File: config.mk
export PLATFORM = sky130hd
export DESIGN_NAME = cacheline_adapter
export DESIGN_NICKNAME = d
export VERILOG_FILES = /design/src/rtl/cacheline_adapter.sv
export SDC_FILE = /design/constraint.sdc
export NUM_CORES = 1
export LEC_CHECK = 0
export CAP_MARGIN = 20
export CORE_AREA = 4 4 278 280
export CTS_CLUSTER_DIAMETER = 60
export DETAILED_ROUTE_END_ITERATION = 16
export DIE_AREA = 0 0 282 284
export GPL_TIMING_DRIVEN = 0
export PLACE_DENSITY = 0.76
export SLEW_MARGIN = 20
export SYNTH_ARGS = -nofsm -noshare
export SYNTH_HDL_FRONTEND = slang
export SYNTH_SLANG_ARGS = --single-unit
File: constraint.sdc
create_clock -name clk -period 31.9 [get_ports clk]
set_input_delay 3.19 -clock clk [delete_from_list [all_inputs] [get_ports clk]]
set_output_delay 3.19 -clock clk [all_outputs]
set_load 0.02 [all_outputs]
File: src/rtl/cacheline_adapter.sv
// rtl/cacheline_adapter.sv - 256-bit cache line port to 4-beat 64-bit memory burst adapter.
// Owns beat sequencing, line packing/unpacking and line-address alignment.
module cacheline_adapter #(
  parameter int S_OFFSET = 5,
  parameter int S_LINE   = 256,
  parameter int S_BEAT   = 64
) (
  input  logic              clk,
  input  logic              rst,
  input  logic              pmem_read,
  input  logic              pmem_write,
  input  logic [31:0]       pmem_address,
  input  logic [S_LINE-1:0] pmem_wdata,
  output logic              pmem_resp,
  output logic [S_LINE-1:0] pmem_rdata,
  output logic              burst_read,
  output logic              burst_write,
  output logic [31:0]       burst_address,
  output logic [S_BEAT-1:0] burst_wdata,
  input  logic [S_BEAT-1:0] burst_rdata,
  input  logic              burst_resp
);

  localparam int BEATS  = S_LINE / S_BEAT;
  localparam int CW     = $clog2(BEATS);
  localparam int BW     = $clog2(S_BEAT);
  localparam logic [CW-1:0] LAST = CW'(BEATS - 1);

  typedef enum logic [1:0] {IDLE, READ, WRITE, DONE} state_t;

  state_t            state;
  logic [CW-1:0]     cnt;
  logic [S_LINE-1:0] wline;
  logic [S_LINE-1:0] rline;

  // Gated by burst_write so the bus never shows stale line data outside a write burst.
  assign burst_wdata = burst_write ? wline[{cnt, {BW{1'b0}}} +: S_BEAT] : '0;

  always_ff @(posedge clk or posedge rst) begin
    if (rst) begin
      state         <= IDLE;
      cnt           <= '0;
      wline         <= '0;
      rline         <= '0;
      pmem_resp     <= 1'b0;
      pmem_rdata    <= '0;
      burst_read    <= 1'b0;
      burst_write   <= 1'b0;
      burst_address <= '0;
    end else begin
      case (state)
        IDLE: begin
          pmem_resp <= 1'b0;
          cnt       <= '0;
          // Write wins so a dirty victim is written back before the allocate read.
          if (pmem_write) begin
            wline         <= pmem_wdata;
            burst_address <= {pmem_address[31:S_OFFSET], {S_OFFSET{1'b0}}};
            burst_write   <= 1'b1;
            state         <= WRITE;
          end else if (pmem_read) begin
            burst_address <= {pmem_address[31:S_OFFSET], {S_OFFSET{1'b0}}};
            burst_read    <= 1'b1;
            state         <= READ;
          end
        end
        READ: begin
          if (burst_resp) begin
            rline[{cnt, {BW{1'b0}}} +: S_BEAT] <= burst_rdata;
            cnt <= cnt + 1'b1;
            if (cnt == LAST) begin
              pmem_rdata <= {burst_rdata, rline[S_LINE-S_BEAT-1:0]};
              burst_read <= 1'b0;
              pmem_resp  <= 1'b1;
              state      <= DONE;
            end
          end
        end
        WRITE: begin
          if (burst_resp) begin
            cnt <= cnt + 1'b1;
            if (cnt == LAST) begin
              burst_write <= 1'b0;
              pmem_resp   <= 1'b1;
              state       <= DONE;
            end
          end
        end
        DONE: begin
          pmem_resp <= 1'b0;
          state     <= IDLE;
        end
        default: state <= IDLE;
      endcase
    end
  end

endmodule

==> load_flow_metrics.sql <==
INSERT INTO impl_metrics (metric_group, metric, value, unit) VALUES
('placement', 'placed_cells_incl_taps', '3465', ''),
('setup_path', 'crit_fanout', '10', ''),
('power', 'p_seq_frac', '0.382', ''),
('setup_path', 'crit_path_end', 'burst_wdata[55]', ''),
('synthesis', 'synth-main-ff-cell', 'sky130_fd_sc_hd__dfrtp_1', ''),
('detailed_routing', 'drt_first_pass_iters', '5', ''),
('global_route', 'first_global_vias', '21400', ''),
('power', 'power.switching_fraction', '0.316', ''),
('setup_path', 'setup.worst_path.start', 'cnt[1]', ''),
('finish', 'layout_common_cells', 'sky130_fd_sc_hd__dfrtp_1 (738), sky130_fd_sc_hd__clkdlybuf4s50_1 (701), sky130_fd_sc_hd__mux2_2 (540)', ''),
('power', 'power.share.combinational', '0.358', ''),
('detailed_routing', 'drt-total-wl', '91.3', 'mm'),
('finish', 'area_growth', '38.4', '%'),
('timing', 'hold_ws', '0.495', 'ns'),
('finish', 'multi_input_comb_area', '0.0101', 'mm^2'),
('power', 'share_clk_of_total_power', '0.261', ''),
('timing', 'grt_setup_unrepaired', 'false', ''),
('setup_path', 'worst_r2r_endpoint', 'rline[26]', ''),
('setup_path', 'worstRegToRegCells', '8', ''),
('synthesis', 'synthesis.area_per_instance', '16.5', 'um^2'),
('detailed_routing', 'antenna_violating_nets_post_route', '0', ''),
('detailed_routing', 'drt_iter0_markers', '1044', ''),
('floorplanning', 'floorplan.initialDensity', '0.394', ''),
('timing', 'min_period_over_period', '0.193', ''),
('power', 'power.density', '90.5', 'mW/mm^2'),
('clocking', 'clock_tree.root_cell', 'sky130_fd_sc_hd__clkbuf_16', ''),
('clocking', 'postCtsSetupRepairBufs', '0', ''),
('placement', 'final_gp_congestion', '0.856', ''),
('clocking', 'cts_hold_repair.buffers', '0', ''),
('timing', 'tightest_slew', '0.863', 'ns'),
('floorplanning', 'die_h', '284', 'um'),
('floorplanning', 'area_of_the_die', '0.0801', 'mm^2'),
('synthesis', 'synth_largest_area_cell', 'sky130_fd_sc_hd__dfrtp_1', ''),
('setup_path', 'end_kind', 'output port', ''),
('global_route', 'initial_antenna_violation_count', '28', ''),
('setup_path', 'critPathKind', 'register to output port', ''),
('synthesis', 'postSynth.asyncResetShare', '1.00', ''),
('finish', 'layout.nets', '2946', ''),
('clocking', 'clk_pin_slew_worst_paths', '0.06', 'ns'),
('timing', 'totalNegativeSetupSlack', '0', 'ns'),
('synthesis', 'synth_sequential_area_ratio', '0.630', ''),
('finish', 'final_common_cell', 'sky130_fd_sc_hd__dfrtp_1', ''),
('floorplanning', 'dieWidth', '282', 'um'),
('synthesis', 'synthesis.area', '0.0293', 'mm^2'),
('finish', 'seqCellArea', '0.0185', 'mm^2'),
('finish', 'drive_gt1_frac', '0.322', ''),
('synthesis', 'post_synth_main_area_contributors', 'sky130_fd_sc_hd__dfrtp_1 (63%), sky130_fd_sc_hd__mux2_2 (21%), sky130_fd_sc_hd__a22o_1 (5.7%)', ''),
('min_path', 'timing.hold.worst.class', 'register to register', ''),
('synthesis', 'syn_inst', '1783', ''),
('setup_path', 'reg2reg_from', 'cnt[1]', ''),
('timing', 'final_hold_viol_count', '0', ''),
('run_status', 'run_status', 'finished, final reports clean', ''),
('synthesis', 'number_of_enable_flip_flop_cells_after_synthesis', '0', ''),
('clocking', 'htree_levels', '3', ''),
('timing', 'worst_slew_margin_relative_to_its_limit', '0.423', ''),
('global_route', 'wire_length_of_the_first_global_routing_pass', '135', 'mm'),
('power', 'p_leak', '18.2', 'nW'),
('detailed_routing', 'remaining_drc_errors', '0', ''),
('detailed_routing', 'avgRoutedWirePerCell', '25.2', 'um'),
('finish', 'layout.filler_cells', '5856', ''),
('synthesis', 'top_area_cell_type_share_of_the_netlist_area', '0.630', ''),
('global_route', 'grt_start_max_net_pins', '116', ''),
('setup_path', 'worst-r2r-setup-slack', '28.74', 'ns'),
('detailed_routing', 'drt-vias-per-instance', '5.27', ''),
('clocking', 'tritoncts', 'yes', ''),
('power', 'power.internal', '2.51', 'mW'),
('floorplanning', 'core-area', '0.0744', 'mm^2'),
('floorplanning', 'rows', '100', ''),
('setup_path', 'crit_start_category', 'register', ''),
('clocking', 'clock_sink_count', '738', ''),
('synthesis', 'ys.warnings.count', '0', '');
-- layout make-up --
type	count	share of cell area
sequential	738	0.455
multi-input combinational	917	0.248
timing repair buffer	709	0.178
clock buffer	112	0.0575
tap	969	0.0299
buffer	125	0.0192
clock inverter	34	0.0107
antenna	16	0.000986
inverter	7	0.000832
-- logic make-up (layout without fill, tap and decap cells) --
kind of cell             Yosys count  count (layout)  share of synthesized area
AO/OA/AOI/OAI                    204             204                     0.0603
adder cells (fa/ha/maj)           11              11                    0.00469
buffers and inverters            132             987                     0.0275
flip-flops                       738             738                      0.630
multiplexers                     606             606                      0.257
other                              1              21                   0.000128
AND/OR/NAND/NOR                   91              91                     0.0207
-- worst min path at each step --
stage | from | to | cells after the start
final | burst_read | burst_read | 1
after global routing | wline[184] | wline[184] | 1
after CTS | rline[25] | pmem_rdata[25] | 1
after detailed placement | burst_read | burst_read | 1
after global placement | wline[68] | wline[68] | 1
after floorplan | rline[0] | rline[0] | 1
-- flip-flops by register name, summed over array words and instances (netlist names) --
register       cells
pmem_resp          1
pmem_rdata       256
rline            192
burst_read         1
state              2
burst_address     27
burst_write        1
wline            256
cnt                2
-- per-stage QoR --
stage	worst slack, ns	util	cell area (um^2)	power [mW]
finish	25.74	0.545	40600	3.67
global route	25.58	0.545	40600	3.84
CTS	25.63	0.545	40600	3.71
detailed placement	25.87	0.508	37800	2.73
global placement	1.04	0.505	37600	2.69
floorplan	8.00	-	29400	2.16
-- critical path, stage by stage (launching register included) --
cell,delay [ns]
sky130_fd_sc_hd__dfrtp_1,0.43
sky130_fd_sc_hd__buf_2,0.40
sky130_fd_sc_hd__buf_2,0.39
sky130_fd_sc_hd__mux4_2,0.35
sky130_fd_sc_hd__and2_1,0.20
sky130_fd_sc_hd__clkdlybuf4s50_1,0.59
-- per-layer routing --
metal | track usage | wire (um) | vias up
met3 | 0.0727 | 7820 | 192
met5 | 0 | 136 | -
met2 | 0.384 | 45900 | 772
li1 | - | - | 8161
met1 | 0.258 | 33900 | 9971
met4 | 0.0899 | 3440 | 20
-- cell usage after synthesis (2+ instances only) --
cell,count
sky130_fd_sc_hd__dfrtp_1,738
sky130_fd_sc_hd__a21oi_1,3
sky130_fd_sc_hd__buf_4,19
sky130_fd_sc_hd__nor3_4,2
sky130_fd_sc_hd__nor2_1,3
sky130_fd_sc_hd__clkbuf_1,29
sky130_fd_sc_hd__nand3_1,5
sky130_fd_sc_hd__mux2i_1,2
sky130_fd_sc_hd__and2_1,65
sky130_fd_sc_hd__buf_6,23
sky130_fd_sc_hd__o31ai_1,2
sky130_fd_sc_hd__inv_1,7
sky130_fd_sc_hd__mux4_2,64
sky130_fd_sc_hd__nand2_1,5
sky130_fd_sc_hd__a22o_1,192
sky130_fd_sc_hd__mux2_2,540
sky130_fd_sc_hd__ha_1,11
sky130_fd_sc_hd__buf_2,54
sky130_fd_sc_hd__nand2b_1,3
-- power groups by stage --
stage          clock network, mW  logic [mW]  registers, mW
2_1_floorplan                  0       0.695           1.46
3_3_place_gp                   0        1.29           1.40
3_5_place_dp                   0        1.32           1.41
4_1_cts                    0.975        1.33           1.40
5_1_grt                     1.01        1.40           1.43
6_report                   0.957        1.31           1.40
(Power assumes the default switching activity.)
